<file path="src/rtl/frame_packer_pkg.sv">
// Shared constants and FSM state encoding for frame_packer.
// The HDR state exists only when FRAME_PACKER_HDR_EN is defined.
package frame_packer_pkg;

    localparam int          SOP_BIT      = 18;
    localparam int          EOP_BIT      = 17;
    localparam logic [15:0] HDR_WORD     = 16'h0000;
    localparam int          SPACE_MARGIN = 4;

    localparam logic [2:0] ST_IDLE  = 3'd0;
`ifdef FRAME_PACKER_HDR_EN
    localparam logic [2:0] ST_HDR   = 3'd1;
`endif
    localparam logic [2:0] ST_SPACE = 3'd2;
    localparam logic [2:0] ST_REQ   = 3'd3;
    localparam logic [2:0] ST_RECV  = 3'd4;

endpackage

</file>
<file path="src/rtl/frame_packer.sv">
// frame_packer: streams frames from SDRAM into a downstream FIFO as
// {sop, eop, 0, pixel} words, one burst read at a time.
// Optional feature macro: FRAME_PACKER_HDR_EN -- emit a video-packet
// header word (sop set) ahead of each frame; pixel 0 then has sop clear.
//
// state | meaning
// IDLE  | waiting for frame_en; loads frame address and pixel count
// HDR   | writes the header word (only with FRAME_PACKER_HDR_EN)
// SPACE | waits for enough FIFO room to absorb one full burst
// REQ   | holds rd_req/rd_addr/rd_len until rd_ack
// RECV  | forwards rd_len returned words into the FIFO
module frame_packer
    import frame_packer_pkg::*;
#(
    parameter int          FRAME_PIXELS = 384000,
    parameter int          BURST_LEN    = 256,
    parameter logic [23:0] BASE_ADDR    = 24'h000000,
    parameter int          FIFO_DEPTH   = 1024
) (
    input  logic        clk,
    input  logic        rst,
    input  logic        frame_en,
    output logic        rd_req,
    output logic [23:0] rd_addr,
    output logic [8:0]  rd_len,
    input  logic        rd_ack,
    input  logic        rd_data_valid,
    input  logic [15:0] rd_data,
    input  logic [9:0]  source_fifo_wrusedw,
    output logic        source_valid,
    output logic [18:0] source_fifo_data,
    output logic        frame_done
);

    // wrusedw lags the true fill level, so keep a small margin on top of a burst
    localparam int SPACE_LIMIT = FIFO_DEPTH - BURST_LEN - SPACE_MARGIN;
    localparam int CNT_W       = $clog2(FRAME_PIXELS + 1);
    localparam logic [CNT_W-1:0] LAST_PIX  = CNT_W'(FRAME_PIXELS - 1);
    localparam logic [CNT_W-1:0] FRAME_CNT = CNT_W'(FRAME_PIXELS);

    logic [2:0]       state_q, state_d;
    logic [23:0]      addr_q, addr_d;
    logic [CNT_W-1:0] remain_q, remain_d;
    logic [CNT_W-1:0] pix_q, pix_d;
    logic [8:0]       len_q, len_d;
    logic [8:0]       rcv_q, rcv_d;
    logic             src_valid_q, src_valid_d;
    logic [18:0]      src_data_q, src_data_d;
    logic             done_q, done_d;
    logic             sop_w, eop_w;

`ifdef FRAME_PACKER_HDR_EN
    assign sop_w = 1'b0;
`else
    assign sop_w = (pix_q == '0);
`endif
    assign eop_w = (pix_q == LAST_PIX);

    // Next-state logic for the sequencer, counters and the FIFO write register
    always_comb begin
        state_d     = state_q;
        addr_d      = addr_q;
        remain_d    = remain_q;
        pix_d       = pix_q;
        len_d       = len_q;
        rcv_d       = rcv_q;
        src_valid_d = 1'b0;
        src_data_d  = src_data_q;
        done_d      = 1'b0;
        case (state_q)
            ST_IDLE: begin
                if (frame_en) begin
                    addr_d   = BASE_ADDR;
                    remain_d = FRAME_CNT;
                    pix_d    = '0;
`ifdef FRAME_PACKER_HDR_EN
                    state_d  = ST_HDR;
`else
                    state_d  = ST_SPACE;
`endif
                end
            end
`ifdef FRAME_PACKER_HDR_EN
            ST_HDR: begin
                src_valid_d          = 1'b1;
                src_data_d           = '0;
                src_data_d[SOP_BIT]  = 1'b1;
                src_data_d[15:0]     = HDR_WORD;
                state_d              = ST_SPACE;
            end
`endif
            ST_SPACE: begin
                if (int'(source_fifo_wrusedw) <= SPACE_LIMIT) begin
                    if (int'(remain_q) >= BURST_LEN) begin
                        len_d = 9'(BURST_LEN);
                    end else begin
                        len_d = 9'(remain_q);
                    end
                    rcv_d   = '0;
                    state_d = ST_REQ;
                end
            end
            ST_REQ: begin
                if (rd_ack) begin
                    addr_d   = addr_q + 24'(len_q);
                    remain_d = remain_q - CNT_W'(len_q);
                    state_d  = ST_RECV;
                end
            end
            ST_RECV: begin
                if (rd_data_valid) begin
                    src_valid_d = 1'b1;
                    src_data_d  = {sop_w, eop_w, 1'b0, rd_data};
                    done_d      = eop_w;
                    pix_d       = pix_q + 1'b1;
                    rcv_d       = rcv_q + 9'd1;
                    if (rcv_q + 9'd1 == len_q) begin
                        state_d = (remain_q == '0) ? ST_IDLE : ST_SPACE;
                    end
                end
            end
            default: state_d = ST_IDLE;
        endcase
    end

    // State and output registers; reset abandons any frame in flight
    always_ff @(posedge clk or posedge rst) begin
        if (rst) begin
            state_q     <= ST_IDLE;
            addr_q      <= '0;
            remain_q    <= '0;
            pix_q       <= '0;
            len_q       <= '0;
            rcv_q       <= '0;
            src_valid_q <= 1'b0;
            src_data_q  <= '0;
            done_q      <= 1'b0;
        end else begin
            state_q     <= state_d;
            addr_q      <= addr_d;
            remain_q    <= remain_d;
            pix_q       <= pix_d;
            len_q       <= len_d;
            rcv_q       <= rcv_d;
            src_valid_q <= src_valid_d;
            src_data_q  <= src_data_d;
            done_q      <= done_d;
        end
    end

    assign rd_req           = (state_q == ST_REQ);
    assign rd_addr          = addr_q;
    assign rd_len           = len_q;
    assign source_valid     = src_valid_q;
    assign source_fifo_data = src_data_q;
    assign frame_done       = done_q;

endmodule

</file>
<file path="config.mk">
export PLATFORM = sky130hd
export DESIGN_NAME = frame_packer
export DESIGN_NICKNAME = d
export VERILOG_FILES = /design/src/rtl/frame_packer_pkg.sv /design/src/rtl/frame_packer.sv
export SDC_FILE = /design/constraint.sdc
export NUM_CORES = 1
export LEC_CHECK = 0
export ABC_AREA = 1
export CAP_MARGIN = 20
export CORE_ASPECT_RATIO = 1.2
export CORE_UTILIZATION = 30
export DETAILED_ROUTE_END_ITERATION = 6
export PLACE_DENSITY_LB_ADDON = 0.3
export SLEW_MARGIN = 10
export SYNTH_ARGS = -nofsm -noshare
export SYNTH_HDL_FRONTEND = slang
export SYNTH_SLANG_ARGS = --single-unit
export TNS_END_PERCENT = 50
</file>
<file path="constraint.sdc">
create_clock -name clk -period 3.17 [get_ports clk]
set_input_delay 0.634 -clock clk [delete_from_list [all_inputs] [get_ports clk]]
set_output_delay 0.634 -clock clk [all_outputs]
set_load 0.1 [all_outputs]
</file>
==> Yosys cells after proc, flatten, opt, wreduce, memory -nomap -nowiden <==
Index checks and enable logic that the tools add are counted.
{ "totals": {"output_inout_bits": 55, "regBits": 103, "inputBits": 31, "wordCells": 61} }
{ "classes": {"n_lt_le_gt_ge": 2, "mux": 24, "reduce_logical": 12, "eq_ne": 10, "add_sub_neg": 4} }
{ "op_table": {"columns": ["operator", "count"], "rows": [
  ["two-way mux 19 bit", 4],
  ["one-hot mux 19 bit (2 select lines)", 2],
  ["two-way mux 24 bit", 2],
  ["one-hot mux 24 bit (2 select lines)", 1],
  ["zero test 19 bit", 2],
  ["two-way mux 9 bit", 3],
  ["adder 24 x 9 -> 24 bit", 1],
  ["adder 19 x 1 -> 19 bit, second input constant", 1],
  ["== test 19 bit, second input constant", 1],
  ["greater-or-equal comparator 19 x 9 -> 1 bit, second input constant", 1],
  ["subtractor 19 x 9 -> 19 bit", 1],
  ["one-hot mux 9 bit (2 select lines)", 1],
  ["two-way mux 3 bit", 5],
  ["one-hot mux 3 bit (4 select lines)", 1],
  ["<= comparator 10 bit, second input constant", 1],
  ["adder 9 x 1 -> 9 bit, second input constant", 1],
  ["== test 9 bit", 1],
  ["AND reduction 3 bit", 3],
  ["inequality test 2 bit, second input constant", 4],
  ["== test 3 x 2 -> 1 bit, second input constant", 2],
  ["nonzero test 2 bit", 3],
  ["AND reduction 5 bit", 1],
  ["two-way mux 1 bit", 4],
  ["AND reduction 2 bit", 2],
  ["4 further kinds", 4]
]} }

==> Logic depth before layout (Yosys ltp) <==
Gate-level depths: netlist of the first run.
{ "logic_depth": {"ltp_word": 5, "mapped_depth": 14, "depth_no_buf": 14} }

==> Least setup slack after synthesis of the first run <==
Ideal clock, no wire load.
{ "synth_path": {"path_type": "reg2reg", "from": "register len_q[1], in the netlist rd_len[1]", "to": "register remain_q[16]", "t_arrival_ns": 2.549, "path_slack_ns": 0.486, "n_path_buf": 0, "path_stages_with_launch": 11, "path_cell_list": "dfrtp_1 -> inv_1 -> fa_1 -> nand3_1 -> nand2_1 -> a21oi_1 -> o21ai_0 -> nand2_1 -> nand2_1 -> o21ai_1 -> nand3_1"} }
{ "synth_via": {"elab_chain_cells": 3} }
{ "synth_lines": {"columns": ["item", "line", "rtl"], "rows": [
  ["start, declared", "frame_packer.sv:45", "logic [8:0] len_q, len_d;"],
  ["start signal, assigned", "frame_packer.sv:143", "len_q <= len_d;"],
  ["subtractor 19 x 9 -> 19 bit", "frame_packer.sv:106", "remain_d = remain_q - CNT_W'(len_q);"],
  ["two-way mux 19 bit", "frame_packer.sv:104", "if (rd_ack) begin"],
  ["one-hot mux 19 bit (2 select lines)", "frame_packer.sv:70", "case (state_q)"],
  ["end signal, assigned", "frame_packer.sv:141", "remain_q <= remain_d;"],
  ["end, declared", "frame_packer.sv:43", "logic [CNT_W-1:0] remain_q, remain_d;"]
]} }
No other way between the ends. The select of a mux whose other input is x is not followed.
A chain may end at the register's enable or synchronous reset.

==> Worst setup path in the final report of the first run <==
{ "layout_path": {"from": "register len_q[0], in the netlist rd_len[0]", "to": "register remain_q[12]"} }
Same word-level chain as after synthesis.

==> results.md, run 1 <==
* Post-Syn Instances at between 700 and 800
* Fin crit share at about three quarters
* DRT Wirelength at 14,800 µm
* CTS hold repair buffers at 0
* Post-synth ARST share at 100%
* Area growth from synthesis to layout at 22.5%
* H-tree lvl count at 3
* Max Cap Viol at 0
* DR iter-0 viols at 357
* Row count at 55
* Die H at approximately 150 µm
* Post-layout min period at approximately 2300 ps
* Register area share after synthesis at approximately 44%
* Largest net degree at the start of global routing at 45
* Post-layout nets at a little over 900
* CTS max path bufs at 2
* CTS tree: yes
* Placed cell areas at around 6900 µm²
* Drt wl/cell at approximately 13 µm
* TNS Setup at 0 ps
* Final instance area at 7170 µm²
* Critical path class: reg2reg
* Crit path max-delay family: compound AO/OA/AOI/OAI gates
* Remaining DRCs at 0
* Final hold vios at 0
* Largest area contributor in the netlist: dfrtp_1
* Buf/Inv on CP at 1
* Via count at 5,361
* First-pass GRT wire length at ~25,000 µm
* Layout fillers at around 2,000
* RSZ-0062 raised after global routing: no
* PostCTS Resize Cnt at 0
* Actual slew at the worst max-slew pin at 614 ps
* Clk slew on worst S/H paths at around 70 ps
* IO Port Bufs at 84
* Register Area at between 2000 and 3000 µm²
* Multi-input logic area at around 2800 µm²
* Pre-antenna DRT Iters at 5
* CP endpoint kind: register
* Clock insertion delay at the later pin of the skew report at 360 ps
* Hold WC Path Type: reg2reg
* Dpl hpwl at between 10,000 and 15,000 µm
* CP Data Required Time at around 3400 ps
* CP Depth at 11
* Final ANT Viol Nets at 0
* Slew Viols, Final at 0
* Top post-synthesis cells by area: dfrtp_1, nand2_1, inv_1, nand3_1, a21oi_1
* R2r worst-path depth at 11
* Syn. warnings at 0
* Clock Sinks at 103
* Syn nets at around 840
* Slowest cell on crit path: dfrtp_1
* Synth cell types at 41
* Fmax at approximately 0.43 GHz
* Synth Flop Type: dfrtp_1
* Ratio of cells with drive above 1 in the final layout at between 10% and 20%
* IR drop worst, VDD at 647 µV
* RD Place Congestion at approximately 0.8
* Die Area at about 20,000 µm²
* Clock Skews at between 10 and 15 ps
* Hold path depth at 2
* Die Width at around 130 µm
* CP arrival at approximately 2600 ps
* Synthesized area per cell at around 7.5 µm²
* Startpoint Class: register
* Via density per instance at ~4.7
* Post-Syn Area at around 6000 µm²
* Worst path max stage delay at about 480 ps
* Total GRT Usage at between 10% and 20%
* Root Driver: clkbuf_16
* Core ar. at between 15,000 and 20,000 µm²
* Post-CTS Setup Repair Bufs at 0
* Initial Util at between 30% and 40%
* Cell mode on critical path: nand2_1
* Area share of the largest cell type after synthesis at between 40% and 50%
* # IOs at 86
* Final setup fails at 0
* Post-synth EDFFs at 0
* Grt total ovfl at 0
* Yosys reg bits at between 100 and 150
* Initial antenna violation count at 0
* Slew HR at between 50 and 60%
* Static Leak at 0.00357 µW
* Worst path cell trace: ha_1 > inv_1 > fa_1 > nand3_1 > nand2_1 > a21oi_1 > o21ai_0 > nand2_1 > nand2_1 > a21oi_1 > o21ai_1
* Vias in the first global route at 5,087
* PwrDens at about 970 nW/µm²
* # diodes at 0
* CTS Buf Count at 9
* CP Max Fanout at 5
* Outcome: finished clean
-- layout by cell type, fill, tap and decap left out, types with 6 or more instances in the layout --
master	instances
o22ai_1	8
nand2_1	216
o21ai_0	45
nand3_1	59
ha_1	21
nor4_1	6
nor3_1	21
o21ai_1	6
dfrtp_1	103
nor2_1	69
clkbuf_16	9
clkdlybuf4s50_1	30
inv_1	96
buf_4	62
nand4_1	15
a21oi_1	57
-- metrics by stage --
step | setup WS [ps] | utilization, % | cells | total power [µW] | hold WS (ps)
2_1_floorplan | 486 | - | 784 | 5030 | 446
3_3_place_gp | 754 | 36.4 | 1119 | 5950 | 457
3_5_place_dp | 698 | 36.4 | 1119 | 5980 | 460
4_1_cts | 824 | 37.7 | 1134 | 7040 | 477
5_1_grt | 579 | 37.7 | 1134 | 7450 | 490
6_report | 822 | 37.7 | 1134 | 6960 | 474
-- report_power, final --
part / total [µW] / leakage [µW] / internal, µW / switching (µW)
registers: 1970 / 0.00135 / 1640 / 337
logic: 3970 / 0.00209 / 1010 / 2950
clock network: 1030 / 0.000129 / 527 / 500
total: 6960 / 0.00357 / 3180 / 3790
-- routing by layer --
| layer | wire length (µm) | global-route usage [%] | vias to the layer above |
|---|---|---|---|
| met5 | 0 | 0 | - |
| met4 | 320 | 6.59 | 0 |
| met3 | 524 | 2.61 | 22 |
| met2 | 7030 | 26.0 | 104 |
| met1 | 6920 | 20.1 | 2479 |
| li1 | - | - | 2756 |
-- synth_stat cells, drive strengths merged, types with 6 or more instances --
cell type / number
a21oi: 57
buf: 6
clkbuf: 9
dfrtp: 103
ha: 21
inv: 101
nand2: 219
nand3: 61
nand4: 15
nor2: 73
nor3: 25
nor4: 6
o21ai: 51
o22ai: 8
-- final timing paths --
kind / end / slack, ps / from
max in group asynchronous: source_fifo_data[3] / 1850 / rst
setup / recovery: remain_q[12] / 820 / rd_len[0]
setup reg to reg: remain_q[12] / 820 / rd_len[0]
hold / removal: source_fifo_data[5] / 470 / source_fifo_data[5]
hold reg to reg: source_fifo_data[5] / 470 / source_fifo_data[5]
min in group asynchronous: rd_addr[7] / 700 / rst
-- worst register-to-register path: cells and delay by family (launching register included) --
family          cells  cell delay (ps)
compound gates      4              650
simple gates        4              450
buf+inv             1               60
flops               1              480
fa+ha+maj           2              580
-- kinds of logic (layout without fill, tap and decap cells) --
group / after synthesis / after routing / share of synthesized area, %
DFF: 103 / 103 / 44.1
other: 1 / 1 / 0.0641
and+or+nand+nor: 403 / 403 / 29.8
xor gates and xnor gates: 7 / 7 / 1.05
AOI/OAI and AO/OA: 131 / 131 / 12.1
buffers and inverters: 116 / 210 / 7.72
adders and majority gates: 23 / 23 / 5.18
-- flip-flops by register name, summed over array words and instances (netlist names) --
| signal | cells |
|---|---|
| state_q | 3 |
| rd_len | 9 |
| remain_q | 19 |
| source_valid | 1 |
| source_fifo_data | 18 |
| rd_addr | 24 |
| pix_q | 19 |
| rcv_q | 9 |
| frame_done | 1 |
-- final cells by class --
cell class                      instances  area share, %
Clock buffer                           11           3.25
Clock inverter                          4          0.332
Inverter                              101           5.34
Multi-Input combinational cell        565           39.4
Sequential cell                       103           36.0
Tap cell                              256           4.47
Timing Repair Buffer                   94           11.2
Note: power is estimated with default switching activity, not from simulation.
==> run 2, diff against run 1 <==
==> constraint.sdc (replaced) <==
create_clock -name clk -period 2.2 [get_ports clk]
set_input_delay 0.44 -clock clk [delete_from_list [all_inputs] [get_ports clk]]
set_output_delay 0.44 -clock clk [all_outputs]
set_load 0.1 [all_outputs]
==> results.md, run 2 (synthesis gave the netlist of run 1 again) <==
* Outcome: finished clean
* CP endpoint kind: register
* Pre-antenna DRT Iters at 4 (-1)
* Final ANT Viol Nets at 0 (unchanged)
* Actual slew at the worst max-slew pin at 583 ps (-30.9 ps)
* Most frequent cells in the layout: nand2_1, dfrtp_1, inv_1, buf_4, nor2_1
* Via count at 5,374 (+0.24%)
* Final setup fails at 0 (unchanged)
* DR iter-0 viols at 365 (+2.2%)
* Root Driver: clkbuf_16
* CP Data Required Time at 2440 ps (-960 ps)
* Final hold vios at 0 (unchanged)
* IR drop worst, VDD at 789 µV (+22%)
* Setup WS post-layout at 167 ps (-656 ps)
* Critical path class: reg2reg
* Slew Viols, Final at 0 (unchanged)
* Max Cap Viol at 0 (unchanged)
* Worst r2r dst: rd_addr[18]
* Initial antenna violation count at 0 (unchanged)
* Dpl hpwl at 11,100 µm (+0.55%)
* Most common cell after layout, fill and taps aside: nand2_1
* Static Leak at 0.00364 µW (+2.0%)
* Die Width at 129 µm (unchanged)
* Die H at 155 µm (unchanged)
* Clock Sinks at 103 (unchanged)
* Hold Path End: source_fifo_data[10]
* DRT Wirelength at 15,200 µm (+2.9%)
* Via density per instance at 4.70 (-0.55%)
* Fmax at 0.492 GHz (+15%)
* Ratio of cells with drive above 1 in the final layout at 13.5% (+2.5 points)
* Fin crit share at 92.4% (+18 points)
* # diodes at 0 (unchanged)
* Post-layout min period at 2030 ps (-314 ps)
* CP Max Fanout at 7 (+2)
* Slew HR at 61.1% (+2.1 points)
* Remaining DRCs at 0 (unchanged)
* Row count at 55 (unchanged)
* R2r worst-path depth at 11 (unchanged)
* Largest net degree at the start of global routing at 104 (+130%)
* Layout fillers at 2,024 (+1.4%)
* Initial Util at 30.8% (unchanged)
* Reg2reg setup slack at 170 ps (-660 ps)
* Clock insertion delay at the later pin of the skew report at 340 ps (-20 ps)
* Final instance area at 7340 µm² (+2.4%)
* Hold WC Path Type: reg2reg
* Setup slack at placement at 59.0 ps (-639 ps)
* Grt total ovfl at 0 (unchanged)
* IO Port Bufs at 84 (unchanged)
* H-tree lvl count at 3 (unchanged)
* Die Area at 20,100 µm² (unchanged)
* Post-layout nets at 938 (+1.1%)
* Vias in the first global route at 5,053 (-0.67%)
* Startpoint Class: register
* Clock Skews at 4.47 ps (-8.03 ps)
* CTS tree: yes
* Drt wl/cell at 13.3 µm (+2.1%)
* RD Place Congestion at 0.796 (-3.2%)
* First-pass GRT wire length at 24,800 µm (-0.53%)
* RSZ-0062 raised after global routing: no
* Worst r2r src: rd_addr[3]
* Max reg flops at 24 (unchanged)
* Placed cell areas at 7010 µm² (+1.4%)
* Total GRT Usage at 15.7% (+0.058 points)
* Core Util, Final at 38.6% (+0.91 points)
* # IOs at 86 (unchanged)
* Post-CTS Setup Repair Bufs at 0 (unchanged)
* Hold path depth at 2 (unchanged)
* CP arrival at 2270 ps (-310 ps)
* PwrDens at 1420 nW/µm² (+46%)
* CTS max path bufs at 2 (unchanged)
* Core ar. at 19,000 µm² (unchanged)
* Hold Crit Start: source_fifo_data[10]
* Area growth from synthesis to layout at 25.5%
* CTS Buf Count at 9 (unchanged)
* Clk slew on worst S/H paths at 70 ps (about the same)
==> run 2: worst max-delay path: stages (launching register included) <==
cell     delay, ps
dfrtp_1        410
ha_1           360
a21oi_1        220
o21ai_1        120
a21oi_1        250
nand2_1        110
nand2_1         90
inv_1          100
nand3_1        110
nand2_1         50
nand2_1         60
nor2_1          40
==> run 2: how the worst max path moves through the flow <==
stage	from	endpoint	slack [ps]
floorplan	rd_len[1]	remain_q[16]	-480
global placement	frame_en	pix_q[17]	60
detailed placement	remain_q[0]	remain_q[16]	60
CTS	remain_q[0]	remain_q[16]	20
global route	rd_len[6]	rd_addr[18]	0.9
finish	rd_addr[3]	rd_addr[18]	170
==> run 2: power breakdown <==
part | switching, µW | total, µW | internal [µW]
Clock | 697 | 1510 | 818
Sequential | 492 | 2850 | 2360
Combinational | 4370 | 6030 | 1650
Total | 5560 | 10400 | 4830
==> run 2: what timing repair did <==
action | 4_1_cts | 5_1_grt
hold buffers | 0 | 0
setup endpoints to repair | 0 | 19
gates resized for setup | 0 | 17
endpoints found under the hold margin | 0 | 0
==> run 2: per-layer routing <==
layer	wire [µm]	part of all wire, %	vias up	global-route usage (%)
li1	-	-	2777	-
met1	7060	46	2506	20.2
met2	7320	48	77	26.2
met3	584	3.8	14	3.34
met4	260	1.7	0	5.09
met5	0	0	-	0
==> run 2: layout make-up <==
cell class                 count  area (µm²)  share of cell area [%]
multi-input combinational    565        2890                    39.3
sequential                   103        2580                    35.1
timing repair buffer         104         906                    12.3
inverter                     101         383                    5.22
tap                          256         320                    4.36
clock buffer                  13         260                    3.55
clock inverter                 1        5.00                  0.0682
==> run 2: per-stage QoR <==
stage	setup TNS (ps)	cells	hold WS, ps	total power [µW]
3_3_place_gp	0	1129	456	8750
2_1_floorplan	-6050	784	446	7250
4_1_cts	0	1143	479	10400
6_report	0	1143	474	10400
5_1_grt	0	1143	500	11100
3_5_place_dp	0	1129	463	8790
==> run 3, diff against run 2 <==
--- a/config.mk
+++ b/config.mk
@@ -10,7 +10,7 @@
 export CORE_ASPECT_RATIO = 1.2
 export CORE_UTILIZATION = 30
 export DETAILED_ROUTE_END_ITERATION = 6
-export PLACE_DENSITY_LB_ADDON = 0.3
+export PLACE_DENSITY = 0.56
 export SLEW_MARGIN = 10
 export SYNTH_ARGS = -nofsm -noshare
 export SYNTH_HDL_FRONTEND = slang
==> results.md, run 3 (synthesis gave the netlist of run 1 again) <==
* R2r worst-path depth at 11 (unchanged)
* Core Util, Final at 38.8% (+0.13 points)
* Worst r2r src: rd_len[4]
* RSZ-0062 raised after global routing: yes
* IR drop worst, VDD at 583 µV (-26%)
* CTS max path bufs at 2 (unchanged)
* Startpoint Class: register
* CP arrival at 2280 ps (about the same)
* Fin cells at 1,153 (+0.87%)
* # diodes at 0 (unchanged)
* Final hold vios at 0 (unchanged)
* Via density per instance at 4.63 (-1.5%)
* CTS Buf Count at 9 (unchanged)
* Post-layout nets at 946 (+0.85%)
* IO Port Bufs at 84 (unchanged)
* CP Launch Point: rd_len[4]
* Clock insertion delay at the later pin of the skew report at 360 ps (+20 ps)
* NetSw at 5620 µW (+0.96%)
* TNS Setup at 0 ps (unchanged)
* Crit path max-delay family: simple AND/OR/NAND/NOR gates
* Multi-input logic area at 2860 µm² (-0.87%)
* Slew Viols, Final at 0 (unchanged)
* Final setup fails at 0 (unchanged)
* Clk slew on worst S/H paths at 80 ps (about the same)
* Static Leak at 0.00366 µW (+0.47%)
* Grt total ovfl at 0 (unchanged)
* Worst path max stage delay at 430 ps (+20 ps)
* Clock Skews at 10.5 ps (+6.01 ps)
* Drt wl/cell at 13.1 µm (-2.0%)
* Outcome: finished clean
* Internal at 4810 µW (-0.41%)
* Hold Path End: source_fifo_data[15]
* CP Max Fanout at 4 (-3)
* Max reg flops at 24 (unchanged)
* Hold Crit Start: source_fifo_data[15]
* H-tree lvl count at 3 (unchanged)
* PwrDens at 1420 nW/µm² (about the same)
* Root Driver: clkbuf_16
* Fin crit share at 93.2% (+0.76 points)
* Ratio of cells with drive above 1 in the final layout at 14.2% (+0.63 points)
* Layout fillers at 2,014 (-0.49%)
* DRT Wirelength at 15,100 µm (-1.1%)
* First-pass GRT wire length at 25,300 µm (+2.3%)
* Row count at 55 (unchanged)
* Buf/Inv on CP at 2 (+1)
* Reg2reg setup slack at 150 ps (-20 ps)
* Via count at 5,341 (-0.61%)
* Clock Sinks at 103 (unchanged)
* Post-layout min period at 2050 ps (+16.7 ps)
* Vias in the first global route at 5,087 (+0.67%)
* Die Width at 129 µm (unchanged)
* Max Cap Viol at 0 (unchanged)
* Fmax at 0.488 GHz (-0.82%)
* # IOs at 86 (unchanged)
* Remaining DRCs at 0 (unchanged)
* Area growth from synthesis to layout at 25.9%
* DR iter-0 viols at 314 (-14%)
* Critical path class: reg2reg
* Dpl hpwl at 11,300 µm (+1.1%)
* Largest net degree at the start of global routing at 70 (-33%)
* Clk pwr share at 14.8% (+0.2 points)
* Hold path depth at 2 (unchanged)
* Slowest cell on crit path: dfrtp_1
* Initial Util at 30.8% (unchanged)
* Worst r2r dst: remain_q[15]
* Total GRT Usage at 16.0% (+0.28 points)
* CP Data Required Time at 2430 ps (about the same)
* Cell mode on critical path: nand2_1
* Final instance area at 7360 µm² (+0.32%)
* Die H at 155 µm (unchanged)
* Switching Share at 53.9% (+0.34 points)
* Most frequent cells in the layout: nand2_1, dfrtp_1, inv_1, buf_4, nor2_1
* Register Area at 2580 µm² (about the same)
* CP endpoint kind: register
* Pre-antenna DRT Iters at 5 (+1)
* Placed cell areas at 7040 µm² (+0.39%)
* Most common cell after layout, fill and taps aside: nand2_1
* Worst path cell trace: inv_1 > ha_1 > nand2_1 > inv_1 > a21oi_2 > o21ai_0 > nand2_1 > nand2_1 > nor2_1 > nand2_1 > nand3_1
* Sequential Power Share at 27.0% (-0.4 points)
* Logic pwr share at 58.2% (+0.2 points)
* Cell Count Post-Placement at 1,136 (+0.62%)
* Hold WC Path Type: reg2reg
* Die Area at 20,100 µm² (unchanged)
* CTS hold repair buffers at 0 (unchanged)
* RD Place Congestion at 0.865 (+8.6%)
* Core ar. at 19,000 µm² (unchanged)
* CTS tree: yes
* Initial antenna violation count at 0 (unchanged)
* Final ANT Viol Nets at 0 (unchanged)
-- run 3: changes by cell type in the layout (fill, tap and decap cells not counted), moves of 2 or more --
cell / previous run / this run
clkbuf_1: 2 / 0
buf_4: 70 / 80
inv_6: 0 / 2
clkinvlp_4: 1 / 3
clkinv_4: 0 / 2
buf_12: 4 / 2
clkbuf_8: 2 / 0
-- run 3: worst max-delay path by stage --
stage / end / cells past startpoint
floorplan: remain_q[16] / 10
detailed placement: remain_q[16] / 12
global placement: rcv_q[3] / 7
finish: remain_q[15] / 11
CTS: remain_q[16] / 12
global route: remain_q[14] / 12
-- run 3: timing repair --
action	4_1_cts	5_1_grt
resized for setup	0	11
setup endpoints to repair	0	14
hold endpoints to repair	0	0
buffers inserted	0	1
-- run 3: layer usage --
| metal | track usage, % | wire [µm] |
|---|---|---|
| met5 | 0 | 0 |
| met4 | 6.59 | 318 |
| met3 | 2.44 | 458 |
| met2 | 25.0 | 7020 |
| met1 | 22.0 | 7260 |
-- run 3: per-stage QoR --
step | power, µW | setup WS, ps | hold WS [ps]
after global routing | 11100 | -6.14 | 494
after global placement | 8790 | 101 | 456
after detailed placement | 8800 | 27.1 | 460
final | 10400 | 150 | 473
after CTS | 10400 | 1.78 | 479
after floorplan | 7250 | -484 | 446
-- run 3: worst reg2reg max path, delay by kind of cell, from the launching register on --
family / cells / cell delay, ps
buffers and inverters: 2 / 170
AND/OR/NAND/NOR: 6 / 590
flip-flops: 1 / 430
adder cells (fa/ha/maj): 1 / 360
AO/OA/AOI/OAI: 2 / 370
-- run 3: cell type report --
class / instances / share of cell area, %
multi-input combinational: 565 / 38.9
timing repair buffer: 112 / 12.8
clock inverter: 7 / 0.748
clock buffer: 9 / 3.06
tap: 256 / 4.35
sequential: 103 / 35.0
inverter: 101 / 5.20
-- run 3: power groups by stage --
stage | clock network [µW] | logic [µW] | registers, µW
CTS | 1610 | 5980 | 2810
global placement | 0 | 5960 | 2840
detailed placement | 0 | 5960 | 2840
global route | 1690 | 6570 | 2880
finish | 1540 | 6070 | 2810
floorplan | 0 | 2380 | 4880
